<file path="config.mk">
export PLATFORM = sky130hd
export DESIGN_NAME = rf_loop_sequencer
export DESIGN_NICKNAME = d
export VERILOG_FILES = /design/src/rtl/rf_seq_pkg.sv /design/src/rtl/rf_seq_iter_counter.sv /design/src/rtl/rf_loop_sequencer.sv
export SDC_FILE = /design/constraint.sdc
export NUM_CORES = 1
export LEC_CHECK = 0
export CORE_MARGIN = 2
export CORE_UTILIZATION = 37
export DETAILED_ROUTE_END_ITERATION = 12
export PLACE_DENSITY_LB_ADDON = 0.12
export SLEW_MARGIN = 20
export SYNTH_ARGS = -nofsm -noshare
export SYNTH_HDL_FRONTEND = slang
export SYNTH_SLANG_ARGS = --single-unit
</file>
<file path="constraint.sdc">
create_clock -name clk -period 2.42 [get_ports clk]
set_clock_uncertainty 0.1 [all_clocks]
set_input_delay 0.242 -clock clk [delete_from_list [all_inputs] [get_ports clk]]
set_output_delay 0.242 -clock clk [all_outputs]
set_load 0.005 [all_outputs]
</file>
<file path="src/rtl/rf_seq_pkg.sv">
// Shared types and constants for the accumulate-loop sequencer and its datapath.
package rf_seq_pkg;

    typedef enum logic [8:0] {
        S_IDLE     = 9'b000000001,
        S_INIT_I   = 9'b000000010,
        S_INIT_SUM = 9'b000000100,
        S_INIT_ONE = 9'b000001000,
        S_CHECK    = 9'b000010000,
        S_ADD      = 9'b000100000,
        S_INC      = 9'b001000000,
        S_OUT      = 9'b010000000,
        S_DONE     = 9'b100000000
    } state_e;

    localparam int REG_ZERO = 0;
    localparam int REG_I    = 1;
    localparam int REG_SUM  = 2;
    localparam int REG_ONE  = 3;

    localparam logic [1:0] ALU_ADD = 2'b00;

    localparam logic SRC_ALU = 1'b0;
    localparam logic SRC_IMM = 1'b1;

endpackage

</file>
<file path="src/rtl/rf_seq_iter_counter.sv">
// Loop-iteration watchdog counter: clears on run start, saturates at MAX_ITER.
module rf_seq_iter_counter #(
    parameter int DATA_W   = 8,
    parameter int MAX_ITER = 255
) (
    input  logic clk,
    input  logic reset,
    input  logic clr,
    input  logic inc,
    output logic at_limit
);

    localparam logic [DATA_W-1:0] LIMIT = DATA_W'(MAX_ITER);

    logic [DATA_W-1:0] count_q, count_d;

    always_comb begin
        count_d = count_q;
        if (clr)
            count_d = '0;
        else if (inc && count_q != LIMIT)
            count_d = count_q + DATA_W'(1);
    end

    always_ff @(posedge clk or negedge reset) begin
        if (!reset)
            count_q <= '0;
        else
            count_q <= count_d;
    end

    assign at_limit = (count_q == LIMIT);

endmodule

</file>
<file path="src/rtl/rf_loop_sequencer.sv">
// Control unit driving the register-file datapath through i=0, sum=0, sum+=i, i+=1
// while i <= bound, with start/busy/done handshake and an iteration watchdog.
module rf_loop_sequencer
    import rf_seq_pkg::*;
#(
    parameter int RF_ADDR_W = 3,
    parameter int DATA_W    = 8,
    parameter int MAX_ITER  = 255
) (
    input  logic                 clk,
    input  logic                 reset,
    input  logic                 start,
    input  logic                 iLeBound,
    output logic                 rfsrcmuxsel,
    output logic [DATA_W-1:0]    imm,
    output logic                 rfwe,
    output logic [RF_ADDR_W-1:0] waddr,
    output logic [RF_ADDR_W-1:0] raddr1,
    output logic [RF_ADDR_W-1:0] raddr2,
    output logic [1:0]           alu_sel,
    output logic                 outLoad,
    output logic                 busy,
    output logic                 done,
    output logic                 err
);

    state_e state_q, state_d;

    logic                 src_q, src_d;
    logic [DATA_W-1:0]    imm_q, imm_d;
    logic                 rfwe_q, rfwe_d;
    logic [RF_ADDR_W-1:0] waddr_q, waddr_d;
    logic [RF_ADDR_W-1:0] raddr1_q, raddr1_d;
    logic [RF_ADDR_W-1:0] raddr2_q, raddr2_d;
    logic [1:0]           alu_q, alu_d;
    logic                 out_load_q, out_load_d;
    logic                 busy_q, busy_d;
    logic                 done_q, done_d;
    logic                 err_q, err_d;

    logic cnt_clr, cnt_inc, at_limit;

    rf_seq_iter_counter #(
        .DATA_W   (DATA_W),
        .MAX_ITER (MAX_ITER)
    ) u_iter_cnt (
        .clk      (clk),
        .reset    (reset),
        .clr      (cnt_clr),
        .inc      (cnt_inc),
        .at_limit (at_limit)
    );

    assign cnt_inc = (state_q == S_ADD);

    always_comb begin
        state_d = state_q;
        err_d   = err_q;
        cnt_clr = 1'b0;
        case (state_q)
            S_IDLE: begin
                if (start) begin
                    state_d = S_INIT_I;
                    err_d   = 1'b0;
                    cnt_clr = 1'b1;
                end
            end
            S_INIT_I:   state_d = S_INIT_SUM;
            S_INIT_SUM: state_d = S_INIT_ONE;
            S_INIT_ONE: state_d = S_CHECK;
            S_CHECK: begin
                if (!iLeBound) begin
                    state_d = S_OUT;
                end else if (at_limit) begin
                    state_d = S_OUT;
                    err_d   = 1'b1;
                end else begin
                    state_d = S_ADD;
                end
            end
            S_ADD:   state_d = S_INC;
            S_INC:   state_d = S_CHECK;
            S_OUT:   state_d = S_DONE;
            S_DONE:  state_d = S_IDLE;
            default: state_d = S_IDLE;
        endcase
    end

    // Outputs are decoded from the next state and registered, so they line up
    // with the state they belong to without any input-to-output path.
    always_comb begin
        src_d      = SRC_ALU;
        imm_d      = '0;
        rfwe_d     = 1'b0;
        waddr_d    = '0;
        raddr1_d   = '0;
        raddr2_d   = '0;
        alu_d      = ALU_ADD;
        out_load_d = 1'b0;
        done_d     = 1'b0;
        busy_d     = (state_d != S_IDLE);
        case (state_d)
            S_INIT_I: begin
                rfwe_d  = 1'b1;
                src_d   = SRC_IMM;
                waddr_d = RF_ADDR_W'(REG_I);
            end
            S_INIT_SUM: begin
                rfwe_d  = 1'b1;
                src_d   = SRC_IMM;
                waddr_d = RF_ADDR_W'(REG_SUM);
            end
            S_INIT_ONE: begin
                rfwe_d  = 1'b1;
                src_d   = SRC_IMM;
                imm_d   = DATA_W'(1);
                waddr_d = RF_ADDR_W'(REG_ONE);
            end
            S_CHECK: raddr1_d = RF_ADDR_W'(REG_I);
            S_ADD: begin
                raddr1_d = RF_ADDR_W'(REG_SUM);
                raddr2_d = RF_ADDR_W'(REG_I);
                rfwe_d   = 1'b1;
                waddr_d  = RF_ADDR_W'(REG_SUM);
            end
            S_INC: begin
                raddr1_d = RF_ADDR_W'(REG_I);
                raddr2_d = RF_ADDR_W'(REG_ONE);
                rfwe_d   = 1'b1;
                waddr_d  = RF_ADDR_W'(REG_I);
            end
            S_OUT: begin
                raddr1_d   = RF_ADDR_W'(REG_SUM);
                out_load_d = 1'b1;
            end
            S_DONE:  done_d = 1'b1;
            default: ;
        endcase
    end

    always_ff @(posedge clk or negedge reset) begin
        if (!reset) begin
            state_q    <= S_IDLE;
            src_q      <= 1'b0;
            imm_q      <= '0;
            rfwe_q     <= 1'b0;
            waddr_q    <= '0;
            raddr1_q   <= '0;
            raddr2_q   <= '0;
            alu_q      <= '0;
            out_load_q <= 1'b0;
            busy_q     <= 1'b0;
            done_q     <= 1'b0;
            err_q      <= 1'b0;
        end else begin
            state_q    <= state_d;
            src_q      <= src_d;
            imm_q      <= imm_d;
            rfwe_q     <= rfwe_d;
            waddr_q    <= waddr_d;
            raddr1_q   <= raddr1_d;
            raddr2_q   <= raddr2_d;
            alu_q      <= alu_d;
            out_load_q <= out_load_d;
            busy_q     <= busy_d;
            done_q     <= done_d;
            err_q      <= err_d;
        end
    end

    assign rfsrcmuxsel = src_q;
    assign imm         = imm_q;
    assign rfwe        = rfwe_q;
    assign waddr       = waddr_q;
    assign raddr1      = raddr1_q;
    assign raddr2      = raddr2_q;
    assign alu_sel     = alu_q;
    assign outLoad     = out_load_q;
    assign busy        = busy_q;
    assign done        = done_q;
    assign err         = err_q;

endmodule

</file>
==> qor.yml, run 1 <==
synthesis:
  syn_area_um2: 1390
  synth_ff_type: "dfrtp_1"
  syn_area_per_cell_um2: 10.9
  yosys-top-cells-area: "dfrtp_1, buf_4, nand3_1"
  synth_seq_cells: 30
  synth_cell_type_count: 34
  synth-seq-area-share: 0.543
  synth_top_area_share: 0.524
  yosysWarningCount: 0
  synthArstFlopShare: 1.00
  syn_inst: 127
  yosys.area.top_type: "dfrtp_1"
  synth-edff-count: 0
power:
  vdd_ir_drop_max_v: 0.000280
  p_leak_nw: 0.807
  p_per_area_nw_per_um2: 802
  finalPower_mw: 1.32
timing:
  rsz0062_at_grt: "false"
  timing_hold_violations_final: 0
  fmax_mhz: 472
  setup_viol: 0
  drv_slew: 0
  fin_crit_sh: 0.875
  finalCriticalPeriod_ns: 2.12
  finalSetupTns_ns: 0
critical_path:
  crit_slowest_cell: "or4_1"
  crit_path_max_incr_delay_ns: 0.60
  r2r_slack_ns: 0.30
  crit_fanout: 14
  cp_num_buf_inv: 0
  crit_family: "simple AND/OR/NAND/NOR gates"
  required_ns: 2.53
  ff2ff_path_depth: 4
  worstSetupStartpoint: "state_q[1]"
  path_class: "register to register"
  setup.worst_path.start_class: "register"
  worstSetupEndpoint: "u_iter_cnt.count_q[4]"
  reg2reg_from: "state_q[1]"
  cp_cell_sequence: "nor4_4 > nand4b_2 > or4_1 > a21oi_1"
  path_depth: 4
  r2r_end: "u_iter_cnt.count_q[4]"
  arrival_ns: 2.23
  cp-end-kind: "register"
cells_and_area:
  postLayoutCellArea_um2: 1650
  final_nets: 154
  drive_above_1_share: 0.101
  area_growth_pct: 19.0
  n_antenna_cell: 0
  utilization: 0.454
  nFillCells: 359
cts:
  cts_resized: 0
  holdBufCountCts: 0
  cts_buffers: 5
  cts_sinks: 30
  cts_tree: "yes"
  path_clk_slew_ns: 0.06
  ctsHtreeMaxLevel: 2
  post-cts-setup-buffer-count: 0
  cts_buffer_depth: 2
  cts-root-buf: "clkbuf_8"
  worstSkewPairLatency_ns: 0.28
die:
  placement_rows: 22
  core_area_um2: 3630
  io_pins: 29
  die_area_um2: 4250
  initial_utilization: 0.381
  die_w_um: 65.2
  die_h_um: 65.2
route:
  num_vias: 973
  totalWireLength_um: 2540
  firstDrtPassIters: 4
  vias_per_cell: 4.94
  routedWlPerCell_um: 12.9
  drt_iter0_markers: 31
  drc: 0
  detail-route-antenna-nets: 0
placed_design:
  hpwlAfterDp_um: 1820
  gp_congestion: 0.789
  post_dp_cell_area_um2: 1570
  io_buffer_count: 16
outcome:
  status: "completed"
grt:
  grt_antenna_before_repair: 0
  grt_pass1_wl_um: 4510
  first_global_vias: 915
  overflow: 0
  grt_start_max_net_pins: 31
  grt_usage: 0.146
min_path:
  hp-class: "input pin to async pin"
run:
  max_cap_viol_count: 0
## flip-flops by register name, summed over array words and instances (netlist names)
| register | count |
|---|---|
| rfwe | 1 |
| raddr2 | 2 |
| done | 1 |
| raddr1 | 2 |
| err | 1 |
| state_q | 9 |
| u_iter_cnt.count_q | 8 |
| waddr | 2 |
| outLoad | 1 |
| imm | 1 |
| busy | 1 |
| rfsrcmuxsel | 1 |
## worst min path at each step
stage | slack, ns | endpoint | startpoint
CTS | 0.25 | rfsrcmuxsel | reset
global placement | 0.36 | u_iter_cnt.count_q[6] | u_iter_cnt.count_q[6]
floorplan | -0.15 | busy | reset
finish | 0.25 | state_q[8] | reset
detailed placement | 0.37 | u_iter_cnt.count_q[6] | u_iter_cnt.count_q[6]
global route | 0.29 | state_q[1] | reset
## routing by layer
metal / routed length (um) / vias up / global-route usage
met5: 0 / - / 0
met4: 49 / 0 / 0.0625
met3: 182 / 5 / 0.0702
met2: 1050 / 28 / 0.205
met1: 1260 / 458 / 0.189
li1: - / 482 / -
## power by group
| part | switching (mW) | internal, mW | total, mW | leakage [nW] |
|---|---|---|---|---|
| Combinational | 0.152 | 0.176 | 0.328 | 0.355 |
| Clock | 0.179 | 0.192 | 0.371 | 0.0438 |
| Sequential | 0.0503 | 0.573 | 0.624 | 0.409 |
## logic make-up (layout without fill, tap and decap cells)
group / Yosys count / in the layout / synth area share
AO/OA/AOI/OAI: 16 / 16 / 0.0768
XOR/XNOR: 3 / 3 / 0.0190
adder cells (fa/ha/maj): 1 / 1 / 0.00903
buffers and inverters: 20 / 31 / 0.0885
flip-flops: 30 / 30 / 0.543
multiplexers: 3 / 3 / 0.0217
other: 1 / 12 / 0.00271
AND/OR/NAND/NOR: 53 / 53 / 0.239
## area by class of cell
class	instances	area, um2	share of cell area
Clock buffer	5	68.8	0.0418
Clock inverter	2	10.0	0.00607
Inverter	4	15.0	0.00911
Multi-Input combinational cell	88	552	0.335
Sequential cell	30	752	0.456
Tap cell	48	60.1	0.0364
Timing Repair Buffer	20	190	0.115
## synthesized netlist by cell type, types with 4 or more instances
| cell type | instances |
|---|---|
| dfrtp_1 | 29 |
| buf_4 | 12 |
| nand2_1 | 9 |
| nand3_1 | 9 |
| a21oi_1 | 5 |
| nor2_1 | 5 |
| nor3_1 | 5 |
| and4b_1 | 4 |
| inv_1 | 4 |
| nand4_1 | 4 |
## layout by cell type (no fill, tap or decap)
cell type / n
clkbuf_8: 5
or4_1: 3
xor2_1: 3
a32o_1: 1
dfstp_2: 1
a21oi_1: 5
mux2i_1: 3
and4b_1: 4
nand4b_2: 1
ha_1: 1
nand4b_1: 2
nor2b_1: 1
nor2_1: 5
clkdlybuf4s50_1: 16
nand3_1: 9
nand2_1: 9
nor3_1: 5
nor4_4: 1
buf_4: 4
o32a_1: 1
inv_1: 4
and3_1: 3
or2_2: 1
nand4_1: 4
and4_1: 2
nor4_1: 1
dfrtp_1: 29
and2_1: 1
o21ai_0: 3
o31ai_1: 3
clkinv_2: 2
conb_1: 12
or3_1: 1
a21boi_0: 2
o32ai_1: 1
## metrics by stage
stage | hold slack (ns) | worst slack [ns] | std cells
after global routing | 0.293 | 0.123 | 197
after CTS | 0.248 | 0.279 | 197
after global placement | 0.364 | 0.389 | 190
final | 0.245 | 0.302 | 197
after floorplan | -0.154 | 0.559 | 138
after detailed placement | 0.369 | 0.275 | 190
Power figures use the tool's default switching activity.
==> run 2: changes to the inputs <==
==> constraint.sdc (replaced) <==
create_clock -name clk -period 2.42 [get_ports clk]
set_clock_uncertainty 0.1 [all_clocks]
set_input_delay 0.242 -clock clk [delete_from_list [all_inputs] [get_ports clk]]
set_output_delay 0.242 -clock clk [all_outputs]
set_load 0.02 [all_outputs]
==> results of run 2 <==
Same layout as run 1 (identical final DEF). Status: completed.
Main changes from that run: total power 1.32 mW -> 1.38 mW
==> run 3: changes to the inputs <==
- CTS_BUF_LIST: not set -> sky130_fd_sc_hd__clkbuf_8 sky130_fd_sc_hd__clkbuf_16
- clock period: 2.42 -> 2.7 ns (I/O delays scaled with it)
==> run 3 against run 2 <==
- non-clock buffer count down 1
- largest cell class unchanged
- count of clock-buffer cells in the layout rose by 3
- critical path depth stayed put
- core utilization grew 0.65 points
- highest routed layer unchanged
- worst setup slack improved by 0.29 ns
- hold slack improved by 0.030 ns
- combinational power down 11%
- final area is 1.4% higher
- routed wire length grew 2.5%
==> qor.yml, run 3 (synthesis results as in run 1) <==
cells_and_area:
  final_nets: 153
  largest_reg_flops: 9
  area_growth_pct: 20.7
  mostFrequentLayoutCell: "dfrtp_1"
  drive_above_1_share: 0.101
  reg_top3: "state_q: 9 flops, u_iter_cnt.count_q: 8 flops"
  regMostFlops: "state_q"
  n_antenna_cell: 0
  final_cell_mix: "dfrtp_1, clkdlybuf4s50_1, conb_1"
critical_path:
  crit_fanout: 14
  ff2ff_path_depth: 4
  worstSetupStartpoint: "state_q[1]"
  r2r_end: "u_iter_cnt.count_q[4]"
  required_ns: 2.81
  r2r_slack_ns: 0.59
  worstSetupEndpoint: "u_iter_cnt.count_q[4]"
  setup.worst_path.start_class: "register"
  reg2reg_from: "state_q[1]"
  cp-end-kind: "register"
  path_class: "register to register"
  arrival_ns: 2.22
timing:
  maxSlewHeadroom: 0.622
  fmax_mhz: 474
  finalSetupTns_ns: 0
  rsz0062_at_grt: "false"
  drv_slew: 0
  worst_slack_ns: 0.590
  fin_crit_sh: 0.781
  tightest_slew_ns: 0.562
  finalCriticalPeriod_ns: 2.11
  setup_viol: 0
  hold_slack_ns: 0.275
  timing_hold_violations_final: 0
outcome:
  status: "completed"
placed_design:
  io_buffer_count: 16
  pre_cts_ws_ns: 0.577
  hpwlAfterDp_um: 1790
  gp_congestion: 0.783
power:
  vdd_ir_drop_max_v: 0.000317
  p_leak_nw: 0.817
  p_per_area_nw_per_um2: 796
grt:
  first_global_vias: 987
  grt_pass1_wl_um: 4570
  overflow: 0
  grt_usage: 0.147
  grt_antenna_before_repair: 0
  grt_start_max_net_pins: 31
cts:
  post-cts-setup-buffer-count: 0
  cts_buffer_depth: 2
  cts_resized: 0
  worstSkewPairLatency_ns: 0.28
  cts_buffers: 5
  ctsHtreeMaxLevel: 2
  holdBufCountCts: 0
  cts_sinks: 30
  path_clk_slew_ns: 0.06
  cts_tree: "yes"
  cts-root-buf: "clkbuf_8"
min_path:
  hp-class: "input pin to async pin"
route:
  detail-route-antenna-nets: 0
  firstDrtPassIters: 4
  totalWireLength_um: 2600
  num_vias: 998
  dr_wl_met3_um: 194
  drc: 0
  vias_per_cell: 5.07
  routedWlPerCell_um: 13.2
  wl_met1_um: 1180
  dr_wl_met2_um: 1170
  top_layer: "met4"
  drt_iter0_markers: 45
die:
  io_pins: 29
  placement_rows: 22
  die_h_um: 65.2
  die_area_um2: 4250
  core_area_um2: 3630
  initial_utilization: 0.381
  die_w_um: 65.2
run:
  max_cap_viol_count: 0
## run 3: changes by cell type in the layout (fill, tap and decap cells not counted)
cell	delta
clkbuf_8	+3
buf_4	-1
clkinv_2	-2
## run 3: metrics by stage
step	utilization	area (um2)	std cells	total power, mW
floorplan	-	1430	138	0.786
global placement	0.430	1560	189	0.911
detailed placement	0.430	1560	189	0.917
CTS	0.460	1670	197	1.35
global route	0.460	1670	197	1.41
finish	0.460	1670	197	1.33
## run 3: how the worst min path moves through the flow
stage                     slack [ns]  cells past startpoint                    end
after global placement          0.36                      1  u_iter_cnt.count_q[6]
after global routing            0.34                      2                 imm[0]
after detailed placement        0.36                      1  u_iter_cnt.count_q[6]
after floorplan                -0.13                      0                   busy
after CTS                       0.29                      2                 imm[0]
final                           0.27                      2                   done
## run 3: layer usage
metal	global-route usage	up-vias
met1	0.179	478
li1	-	474
met3	0.0634	6
met4	0.0703	0
met2	0.223	40
met5	0	-
## run 3: area by class of cell
type | instances | area [um2]
inverter | 4 | 15.0
sequential | 30 | 752
fill | 361 | 1960
timing repair buffer | 19 | 183
clock buffer | 8 | 110
multi-input combinational | 88 | 552
tap | 48 | 60.1
## run 3: where the power goes
| group | internal [mW] | leakage, nW | switching (mW) | total (mW) |
|---|---|---|---|---|
| Combinational | 0.156 | 0.350 | 0.190 | 0.346 |
| Sequential | 0.514 | 0.409 | 0.0457 | 0.559 |
| Clock | 0.257 | 0.0575 | 0.168 | 0.425 |
## run 3: worst max-delay path: stages (launching register included)
cell	delay (ns)
dfrtp_1	0.45
nor4_4	0.39
nand4b_2	0.35
or4_1	0.60
a21oi_1	0.15
